**src/rtl/obi_pkg.sv**
```systemverilog
// ---------------------------------------------------------------------------
// obi_pkg
// Shared types for the OBI burst master:
//   obi_state_e : burst controller states (IDLE -> ISSUE -> DRAIN -> DONE)
//   obi_req_t   : fields carried by one OBI request (addr, we, be, wdata)
//   OUTST_W     : width of the outstanding-transaction counter (max 3)
//   OBI_BE_FULL : byte enables for a full 32-bit word
// ---------------------------------------------------------------------------
package obi_pkg;

    typedef enum logic [1:0] {
        ST_IDLE,
        ST_ISSUE,
        ST_DRAIN,
        ST_DONE
    } obi_state_e;

    typedef struct packed {
        logic [31:0] addr;
        logic        we;
        logic [3:0]  be;
        logic [31:0] wdata;
    } obi_req_t;

    localparam int         OUTST_W     = 2;
    localparam logic [3:0] OBI_BE_FULL = 4'hF;

endpackage

```
**src/rtl/obi_burst_master_if.sv**
```systemverilog
// ---------------------------------------------------------------------------
// obi_burst_master_if
// OBI bus bundle between the burst master and a memory-side responder.
//   req/addr/we/be/wdata : request channel, driven by the master
//   gnt                  : request accepted, driven by the responder
//   rvalid/err/rdata     : response channel, driven by the responder
// ---------------------------------------------------------------------------
interface obi_burst_master_if;

    logic        req;
    logic [31:0] addr;
    logic        we;
    logic [3:0]  be;
    logic [31:0] wdata;
    logic        gnt;
    logic        rvalid;
    logic        err;
    logic [31:0] rdata;

    modport master (
        output req, addr, we, be, wdata,
        input  gnt, rvalid, err, rdata
    );

    modport slave (
        input  req, addr, we, be, wdata,
        output gnt, rvalid, err, rdata
    );

endinterface

```
**src/rtl/obi_burst_master.sv**
```systemverilog
// ---------------------------------------------------------------------------
// obi_burst_master
// Turns one command (read/write, start address, word count) into a burst of
// single-word OBI transactions, keeping up to MAX_OUTST granted requests in
// flight while their responses come back.
// Ports:
//   clk_i, rst_i                 clock, synchronous active-high reset
//   cmd_valid_i/cmd_ready_o      command handshake (ready only when idle)
//   cmd_we_i/cmd_addr_i/cmd_len_i  burst direction, byte start address, words
//   wr_valid_i/wr_data_i/wr_ready_o  write-data stream (one word per grant)
//   rd_valid_o/rd_data_o         read-data stream, no backpressure
//   obi                          OBI master port (interface)
//   busy_o, done_o, err_o        status: busy level, done pulse, error at done
// ---------------------------------------------------------------------------
module obi_burst_master
    import obi_pkg::*;
#(
    parameter int MAX_OUTST = 2,
    parameter int LEN_W     = 8
) (
    input  logic                      clk_i,
    input  logic                      rst_i,
    input  logic                      cmd_valid_i,
    output logic                      cmd_ready_o,
    input  logic                      cmd_we_i,
    input  logic [31:0]               cmd_addr_i,
    input  logic [LEN_W-1:0]          cmd_len_i,
    input  logic                      wr_valid_i,
    input  logic [31:0]               wr_data_i,
    output logic                      wr_ready_o,
    output logic                      rd_valid_o,
    output logic [31:0]               rd_data_o,
    obi_burst_master_if.master        obi,
    output logic                      busy_o,
    output logic                      done_o,
    output logic                      err_o
);

    localparam logic [OUTST_W-1:0] MAX_OUTST_C = OUTST_W'(MAX_OUTST);

    obi_state_e         state_q, state_d;
    logic               we_q, we_d;
    logic [31:0]        addr_q, addr_d;
    logic [LEN_W-1:0]   len_q, len_d;
    logic [LEN_W-1:0]   issued_q, issued_d;
    logic [OUTST_W-1:0] outst_q, outst_d;
    logic               err_q, err_d;
    logic               rd_valid_q, rd_valid_d;
    logic [31:0]        rd_data_q, rd_data_d;

    logic               req;
    logic               fire;
    logic               resp;
    obi_req_t           req_fields;

    // A request only goes out while words remain and there is room in flight.
    // Once raised it stays up until granted: issued/addr only move on a grant,
    // outstanding can only fall meanwhile, and the write stream holds its
    // valid/data until wr_ready_o.
    assign req  = (state_q == ST_ISSUE) && (issued_q != len_q) &&
                  (outst_q < MAX_OUTST_C) && (!we_q || wr_valid_i);
    assign fire = req && obi.gnt;

    // Responses with nothing in flight (e.g. left over from an abandoned
    // burst) are dropped here so they cannot underflow the counter.
    assign resp = obi.rvalid && (outst_q != '0);

    always_comb begin
        req_fields.addr  = addr_q;
        req_fields.we    = we_q;
        req_fields.be    = OBI_BE_FULL;
        req_fields.wdata = wr_data_i;
    end

    assign obi.req     = req;
    assign obi.addr    = req_fields.addr;
    assign obi.we      = req_fields.we;
    assign obi.be      = req_fields.be;
    assign obi.wdata   = req_fields.wdata;

    assign cmd_ready_o = (state_q == ST_IDLE);
    assign wr_ready_o  = fire && we_q;
    assign rd_valid_o  = rd_valid_q;
    assign rd_data_o   = rd_data_q;
    assign busy_o      = (state_q == ST_ISSUE) || (state_q == ST_DRAIN);
    assign done_o      = (state_q == ST_DONE);
    assign err_o       = (state_q == ST_DONE) && err_q;

    // Next-state and datapath updates. The outstanding counter nets a grant
    // against a response in the same cycle; DRAIN looks at the post-update
    // count so a final response lets DONE follow immediately.
    always_comb begin
        state_d    = state_q;
        we_d       = we_q;
        addr_d     = addr_q;
        len_d      = len_q;
        issued_d   = issued_q;
        outst_d    = outst_q;
        err_d      = err_q;
        rd_valid_d = 1'b0;
        rd_data_d  = rd_data_q;

        case ({fire, resp})
            2'b10:   outst_d = outst_q + OUTST_W'(1);
            2'b01:   outst_d = outst_q - OUTST_W'(1);
            default: outst_d = outst_q;
        endcase

        if (fire) begin
            issued_d = issued_q + LEN_W'(1);
            addr_d   = addr_q + 32'd4;
        end

        if (resp) begin
            if (!we_q) begin
                rd_valid_d = 1'b1;
                rd_data_d  = obi.rdata;
            end
            if (obi.err) begin
                err_d = 1'b1;
            end
        end

        case (state_q)
            ST_IDLE: begin
                if (cmd_valid_i) begin
                    we_d     = cmd_we_i;
                    addr_d   = cmd_addr_i & 32'hFFFF_FFFC;
                    len_d    = cmd_len_i;
                    issued_d = '0;
                    err_d    = 1'b0;
                    state_d  = (cmd_len_i == '0) ? ST_DONE : ST_ISSUE;
                end
            end
            ST_ISSUE: begin
                if (issued_d == len_q) begin
                    state_d = ST_DRAIN;
                end
            end
            ST_DRAIN: begin
                if (outst_d == '0) begin
                    state_d = ST_DONE;
                end
            end
            ST_DONE: begin
                state_d = ST_IDLE;
            end
            default: begin
                state_d = ST_IDLE;
            end
        endcase
    end

    // State and datapath registers; reset abandons any burst in progress.
    always_ff @(posedge clk_i) begin
        if (rst_i) begin
            state_q    <= ST_IDLE;
            we_q       <= 1'b0;
            addr_q     <= '0;
            len_q      <= '0;
            issued_q   <= '0;
            outst_q    <= '0;
            err_q      <= 1'b0;
            rd_valid_q <= 1'b0;
            rd_data_q  <= '0;
        end else begin
            state_q    <= state_d;
            we_q       <= we_d;
            addr_q     <= addr_d;
            len_q      <= len_d;
            issued_q   <= issued_d;
            outst_q    <= outst_d;
            err_q      <= err_d;
            rd_valid_q <= rd_valid_d;
            rd_data_q  <= rd_data_d;
        end
    end

endmodule
```
**src/flat_wrapper.sv**
```systemverilog
// flat-port wrapper written by rule: the top's interface ports become plain ports
module obi_burst_master_flat import obi_pkg::*;
#(
    parameter int MAX_OUTST = 2,
    parameter int LEN_W     = 8
)
  (clk_i, rst_i, cmd_valid_i, cmd_ready_o, cmd_we_i, cmd_addr_i, cmd_len_i, wr_valid_i, wr_data_i, wr_ready_o, rd_valid_o, rd_data_o, busy_o, done_o, err_o, obi_req, obi_addr, obi_we, obi_be, obi_wdata, obi_gnt, obi_rvalid, obi_err, obi_rdata);
  obi_burst_master_if obi_i ();
  input  logic clk_i;
  input  logic rst_i;
  input  logic cmd_valid_i;
  output logic cmd_ready_o;
  input  logic cmd_we_i;
  input  logic [31:0] cmd_addr_i;
  input  logic [LEN_W-1:0] cmd_len_i;
  input  logic wr_valid_i;
  input  logic [31:0] wr_data_i;
  output logic wr_ready_o;
  output logic rd_valid_o;
  output logic [31:0] rd_data_o;
  output logic busy_o;
  output logic done_o;
  output logic err_o;
  output wire logic [$bits(obi_i.req)-1:0] obi_req;
  output wire logic [$bits(obi_i.addr)-1:0] obi_addr;
  output wire logic [$bits(obi_i.we)-1:0] obi_we;
  output wire logic [$bits(obi_i.be)-1:0] obi_be;
  output wire logic [$bits(obi_i.wdata)-1:0] obi_wdata;
  input wire logic [$bits(obi_i.gnt)-1:0] obi_gnt;
  input wire logic [$bits(obi_i.rvalid)-1:0] obi_rvalid;
  input wire logic [$bits(obi_i.err)-1:0] obi_err;
  input wire logic [$bits(obi_i.rdata)-1:0] obi_rdata;
  assign obi_req = obi_i.req;
  assign obi_addr = obi_i.addr;
  assign obi_we = obi_i.we;
  assign obi_be = obi_i.be;
  assign obi_wdata = obi_i.wdata;
  assign obi_i.gnt = obi_gnt;
  assign obi_i.rvalid = obi_rvalid;
  assign obi_i.err = obi_err;
  assign obi_i.rdata = obi_rdata;
  obi_burst_master #(.MAX_OUTST(MAX_OUTST), .LEN_W(LEN_W)) u_core (.clk_i(clk_i), .rst_i(rst_i), .cmd_valid_i(cmd_valid_i), .cmd_ready_o(cmd_ready_o), .cmd_we_i(cmd_we_i), .cmd_addr_i(cmd_addr_i), .cmd_len_i(cmd_len_i), .wr_valid_i(wr_valid_i), .wr_data_i(wr_data_i), .wr_ready_o(wr_ready_o), .rd_valid_o(rd_valid_o), .rd_data_o(rd_data_o), .obi(obi_i), .busy_o(busy_o), .done_o(done_o), .err_o(err_o));
endmodule
```
**config.mk**
```make
export PLATFORM = sky130hd
export DESIGN_NAME = obi_burst_master_flat
export DESIGN_NICKNAME = d
export VERILOG_FILES = /design/src/rtl/obi_pkg.sv /design/src/rtl/obi_burst_master_if.sv /design/src/rtl/obi_burst_master.sv /design/src/flat_wrapper.sv
export SDC_FILE = /design/constraint.sdc
export NUM_CORES = 1
export LEC_CHECK = 0
export ABC_AREA = 1
export CAP_MARGIN = 10
export CELL_PAD_IN_SITES_DETAIL_PLACEMENT = 2
export CELL_PAD_IN_SITES_GLOBAL_PLACEMENT = 2
export CORE_UTILIZATION = 23
export DETAILED_ROUTE_END_ITERATION = 10
export PLACE_DENSITY = 0.92
export SLEW_MARGIN = 20
export SYNTH_ARGS = -nofsm -noshare
export SYNTH_HDL_FRONTEND = slang
export SYNTH_SLANG_ARGS = --single-unit
```
**constraint.sdc**
```tcl
create_clock -name clk_i -period 6.75 [get_ports clk_i]
set_input_delay 1.0125 -clock clk_i [delete_from_list [all_inputs] [get_ports clk_i]]
set_output_delay 1.0125 -clock clk_i [all_outputs]
set_load 0.02 [all_outputs]
```
==> qor.tcl <==
set qor(clkTransAtPathRegs_ps) 70
set qor(timing.critical_path.max_delay_family) {buffers and inverters}
set qor(total_of_max_cap_violations) 0
set qor(ys_ff_latch) 85
set qor(netlist_area_sq_um) 4980
set qor(critPathMostFrequentCell) {clkdlybuf4s50_1}
set qor(initial_utilization_pct) 23.6
set qor(area.growth.synth_to_final_pct) 35.2
set qor(placed_inst_area_sq_um) 6410
set qor(core-area_sq_um) 21200
set qor(floorplan.die_area_sq_um) 22300
set qor(crit_path_cell_trace) {clkdlybuf4s50_1, o211a_1, nand3_4, nor2_1, clkdlybuf4s50_1}
set qor(critPathBufInv) 2
set qor(htree_num_levels) 3
set qor(synth-seq-area-share_pct) 34.2
set qor(io_buffer_count) 147
set qor(ys_async_sr_fraction_pct) 0
set qor(clock.fmax_mhz) 238
set qor(grt_antenna_before_repair) 0
set qor(finClkSkew_ps) 6.72
set qor(routed-via-count) 5116
set qor(first_pass_iteration_count_of_the_detailed_router) 4
set qor(synth.yosys.warnings) 0
set qor(setup_viol) 0
set qor(cts.repair.resized) 0
set qor(hpwlAfterDp_um) 13600
set qor(status) {finished clean}
set qor(unrepaired_setup_endpoints_after_global_routing) {no}
set qor(worstPathArrival_ps) 3190
set qor(critical_path_peak_fanout) 20
set qor(grt_first_pass_wirelength_um) 29100
set qor(clk_root_buffer_cell) {clkbuf_16}
set qor(post_drt_wl_per_cell_um) 16.7
set qor(worstSkewPairLatency_ps) 350
set qor(grtUsageTotal_pct) 16.8
set qor(synthesis.area_per_instance_sq_um) 6.88
set qor(period_minus_slack_ps) 4200
set qor(setup_total_negative_slack_ps) 0
set qor(die-height_um) 149
set qor(drc) 0
set qor(finalCritPeriodShare_pct) 62.2
set qor(reg2reg_depth) 13
set qor(drt.antenna.violating_nets) 0
set qor(routed_wl_um) 18400
set qor(grt_max_degree) 62
set qor(critical_path_depth) 5
set qor(io_pins) 220
set qor(vias_per_cell) 4.65
set qor(grt_remaining_overflow) 0
set qor(first_global_vias) 5628
set qor(cpPeakStageDelay_ps) 640
set qor(clkSinkCount) 85
set qor(place_congestion) 0.822
set qor(synth.lib_cells_used.distinct) 39
set qor(crit_path_end_kind) {primary output}
set qor(worstMarginPinSlew_ps) 734
set qor(min_path_cells) 2
set qor(worst-endpoint-required_ps) 5740
set qor(post_cts_buffers) 0
set qor(post-route-cell-area_sq_um) 6740
set qor(slew_headroom_pct) 51.0
set qor(vdd_drop_max_uv) 169
set qor(netlist_instances) 724
set qor(report.final.hold_viol_count) 0
set qor(worstSetupPathType) {input pin to primary output}
set qor(final_nets) 939
set qor(tritoncts) {built}
set qor(slew_viol_final) 0
set qor(synth_edf_count) 0
set qor(cellPowerDensity_nw_per_um2) 337
set qor(synth_flop_cell) {dfxtp_1}
set qor(cts-hold-fix-buffers) 0
set qor(floorplan.die.width_um) 149
set qor(total_leakage_power_nw) 2.74
set qor(n_antenna_cell) 0
set qor(holdCritPathClass) {flip-flop to flip-flop}
set qor(slowest_stage) {clkdlybuf4s50_1}
set qor(crit_path_start_kind) {input pin}
set qor(std_cell_rows) 53
set qor(cts_inserted_buffers) 9
set qor(final_core_utilization_pct) 31.8
set qor(fillers) 2492
set qor(layout-drive-gt1-share_pct) 6.06
set qor(cts_max_path_buffers) 2
set qor(dr.first_iter.drc_count) 123
-- synthesized netlist by cell type, types with 3 or more instances --
library cell | instances | area, sq um
nor2_4 | 3 | 33.8
nand3_2 | 3 | 30.0
a21oi_1 | 48 | 240
dfxtp_1 | 85 | 1700
ha_1 | 7 | 87.6
nor4_1 | 6 | 37.5
inv_1 | 82 | 308
o21ai_1 | 3 | 15.0
nand4_1 | 15 | 93.8
xor2_1 | 28 | 245
xnor2_1 | 6 | 52.6
nand3_1 | 52 | 260
buf_4 | 38 | 285
buf_2 | 4 | 20.0
o211ai_1 | 23 | 173
inv_2 | 3 | 11.3
nor2_2 | 3 | 18.8
nor3_1 | 17 | 85.1
clkbuf_1 | 25 | 93.8
nor2_1 | 57 | 214
o21ai_0 | 21 | 105
nand2_2 | 8 | 50.1
nand2_1 | 167 | 627
-- cell families after synthesis --
kind of cell               Yosys count  share of synthesized area, %
and+or+nand+nor                    336                          30.5
buffers and inverters              157                          15.4
AOI/OAI and AO/OA                  103                          12.1
DFF                                 85                          34.2
xor gates and xnor gates            34                          5.98
adders and majority gates            7                          1.76
other                                2                         0.151
-- registers in the layout, summed over array words and instances, names as in the netlist, 2 cells and up --
signal / cells
u_core.outst_q: 2
u_core.state_q: 2
u_core.rd_data_o: 32
u_core.obi.addr: 30
u_core.len_q: 8
u_core.issued_q: 8
-- worst reg2reg max path: stages, from the launching register on --
cell	delay, ps
dfxtp_1	320
inv_2	510
o211a_1	590
nand3_4	360
ha_1	430
a21oi_1	110
o21ai_0	110
xor2_1	160
inv_1	90
nand2_1	60
a21oi_1	330
nand3_1	160
nand2_1	90
nor2_1	50
-- stage by stage --
stage          hold WS (ps)  instances  worst slack (ps)  power (mW)
2_1_floorplan           437        728              3760        1.34
3_3_place_gp            446       1084              2560        1.68
3_5_place_dp            458       1084              2520        1.72
4_1_cts                 470       1100              2520        2.31
5_1_grt                 490       1100              2400        2.42
6_report                464       1100              2550        2.27
-- final timing paths --
| kind | start | to | slack, ps |
|---|---|---|---|
| worst min register to register | u_core.rd_data_o[17]$_SDFFE_PP0P_ | u_core.rd_data_o[17]$_SDFFE_PP0P_ | 460 |
| worst max register to register | u_core.obi.we$_SDFFE_PP0P_ | u_core.state_q[0]$_SDFFE_PP0P_ | 3270 |
| worst max-delay path | wr_valid_i | wr_ready_o | 2550 |
| worst min-delay path | u_core.rd_data_o[17]$_SDFFE_PP0P_ | u_core.rd_data_o[17]$_SDFFE_PP0P_ | 460 |
-- power by group --
part | total (mW) | switching (mW) | internal (mW)
registers | 0.737 | 0.124 | 0.612
logic | 0.969 | 0.587 | 0.382
clock network | 0.562 | 0.232 | 0.330
-- placed cells by master, fill, tap and decap left out, drive strengths merged, types with 2 or more instances in the layout --
cell             n
nand2          177
clkdlybuf4s50  146
inv             89
dfxtp           85
nor2            63
nand3           56
a21oi           48
xor2            28
o21ai           25
o211ai          23
nor3            18
nand4           15
clkbuf           9
ha               7
nor4             6
xnor2            6
conb             6
buf              6
o221ai           2
clkinv           2
bufinv           2
-- routing by layer --
layer	vias up	track usage [%]	part of all wire [%]
met4	0	4.95	1.8
met3	21	3.43	4.4
met5	-	0	0
met2	123	32.1	52
met1	2493	18.5	42
li1	2479	-	-
-- cell type report --
cell class | instances | area, sq um | share of cell area [%]
multi-input combinational | 486 | 2530 | 37.6
sequential | 85 | 1700 | 25.3
timing repair buffer | 152 | 1500 | 22.3
tap | 275 | 344 | 5.11
inverter | 86 | 325 | 4.83
clock buffer | 9 | 225 | 3.34
clock inverter | 7 | 104 | 1.54
Note: power is estimated with default switching activity, not from simulation.
==> RTL change: new RTL, config.mk and constraints unchanged <==
Change the package constant `OUTST_W` from 2 to 3.
--- a/src/rtl/obi_pkg.sv
+++ b/src/rtl/obi_pkg.sv
@@ -22,7 +22,7 @@
         logic [31:0] wdata;
     } obi_req_t;
 
-    localparam int         OUTST_W     = 2;
+    localparam int         OUTST_W     = 3;
     localparam logic [3:0] OBI_BE_FULL = 4'hF;
 
 endpackage
Formal check against the unedited RTL: no difference found for any inputs over 4 cycles, from zero or initial values and one cycle with rst_i high; that may be too few to reach the edited logic, so the function may still have changed.
==> RTL change against the original RTL <==
Wire length is 1.6% higher; largest power group unchanged; sequential power is 3% higher; highest routed layer unchanged; non-clock buffer count stayed put; power is 4.0% higher; design area is 0.63% higher; final cell count is 1.2% higher; critical endpoint unchanged; sequential cell count is 1 higher; worst setup slack worse by 0.19 ns; synthesized cell count is 1.8% higher; maximum frequency is 4.4% lower; first-iteration DRC count is 22% higher; synthesized area is 0.70% higher; register-to-register slack worse by 0.33 ns.
==> RTL change: results (changes against the original RTL) <==
Critical path fanouts, max: 20 (unchanged)
Worst-path clk slew: 0.07 ns (about the same)
Initial antenna violation count: 0 (unchanged)
First-pass GRT wire length: 29.4 mm (was 29.1 mm)
R2R setup slack: 2.94 ns (was 3.27 ns)
Routed wire length: 18.6 mm (was 18.4 mm)
Worst EP arrival: 3.38 ns (was 3.19 ns)
Unique cell type count in the Yosys netlist: 39 (unchanged)
H-tree levels: 3 (unchanged)
Slowest stage cell on the critical path: clkdlybuf4s50_1 (unchanged)
Layout cells sized above 1: 0.0549 (was 0.0606)
PortBufs: 147 (unchanged)
ANT cells: 0 (unchanged)
Post-CTS resize count: 0 (unchanged)
HPWL after detailed placement: 13.8 mm (was 13.6 mm)
Worst-margin pin slew: 0.932 ns (was 0.734 ns)
Status: finished, final reports clean (unchanged)
Vias in the first global route: 5632 (was 5628)
Asr flop ratio synth: 0 (unchanged)
Largest net degree at the start of global routing: 57 (was 62)
Max reg flops: 32 (unchanged)
Skew-Pair Late Insertion Delay: 0.35 ns (about the same)
Root Buffer: clkbuf_16 (unchanged)
Nets: 953 (was 939)
Routability cong.: 0.794 (was 0.822)
Dpl cell area: 6460 sq um (was 6410 sq um)
Register area share after synthesis: 0.343 (was 0.342)
VDD IR max: 0.134 mV (was 0.169 mV)
Synth top area cells: dfxtp_1 34%, nand2_1 14%, inv_1 6.3% (was dfxtp_1 34%, nand2_1 13%, inv_1 6.2%)
Synth Flop Type: dfxtp_1 (unchanged)
Layout Skew: 0.00887 ns (was 0.00672 ns)
Num CTS Buffers: 9 (unchanged)
GRT Overall Usage: 0.170 (was 0.168)
Initial DRC count: 150 (was 123)
Ys Warns: 0 (unchanged)
Leak pwr: 0.00280 uW (was 0.00274 uW)
First drt pass iteration count: 4 (unchanged)
DR vias: 5171 (was 5116)
# Post-CTS Setup Buffers: 0 (unchanged)
CP peak stage delay: 0.65 ns
Synth cell count leaders: 181 x nand2_1, 86 x dfxtp_1, 84 x inv_1, 54 x nand3_1, 54 x nor2_1 (was 167 x nand2_1, 85 x dfxtp_1, 82 x inv_1, 57 x nor2_1, 52 x nand3_1)
RTL change: cell types whose count changed in the layout (fill, tap and decap cells not counted), sizes merged, moves of 2 or more:
cell    unedited run  this run
nand2            177       187
nor3              18        16
inv               89        92
xnor2              6         3
o211ai            23        18
nor2              63        60
xor2              28        32
a21oi             48        50
RTL change: power breakdown:
part / switching (uW) / leakage (uW) / internal (uW)
Combinational: 637 / 0.00194 / 405
Sequential: 131 / 0.000704 / 624
Clock: 233 / 0.000153 / 328
Total: 1000 / 0.00280 / 1360
RTL change: final timing paths:
kind,startpoint,cells past startpoint,to
max,wr_valid_i,6,wr_ready_o
max reg2reg,u_core.obi.we,16,u_core.state_q[1]
min reg2reg,u_core.rd_data_o[1],2,u_core.rd_data_o[1]
min,u_core.rd_data_o[1],2,u_core.rd_data_o[1]
RTL change: cells by family after synthesis:
family	after synthesis	synth area share
AOI/OAI and AO/OA	101	0.115
DFF	86	0.343
xor gates and xnor gates	35	0.0611
adders and majority gates	8	0.0214
other	2	0.00150
buffers and inverters	163	0.155
and+or+nand+nor	342	0.303
RTL change: layout make-up:
class / instances / area (sq um)
Fill cell: 2538 / 14400
Multi-Input combinational cell: 492 / 2530
Sequential cell: 86 / 1720
Timing Repair Buffer: 152 / 1510
Inverter: 92 / 348
Tap cell: 275 / 344
Clock buffer: 10 / 229
Clock inverter: 6 / 93.8
RTL change: per-stage QoR:
stage	total power (uW)	setup slack, ns	std cells	hold WS [ns]	utilization
2_1_floorplan	1400	3.44	741	0.437	-
3_3_place_gp	1770	2.37	1097	0.448	0.304
3_5_place_dp	1820	2.32	1097	0.457	0.304
4_1_cts	2400	2.33	1113	0.468	0.319
5_1_grt	2520	2.23	1113	0.489	0.319
6_report	2360	2.36	1113	0.468	0.319
RTL change: critical path: cells and delay by family:
kind	cells	cell delay [ns]
buffers and inverters	2	1.13
and+or+nand+nor	3	1.12
AOI/OAI and AO/OA	1	0.11
RTL change: routing by layer:
layer  global-route usage  share of wire
met5                    0              0
met4               0.0616          0.018
met3               0.0268          0.035
met2                0.316           0.52
met1                0.194           0.43
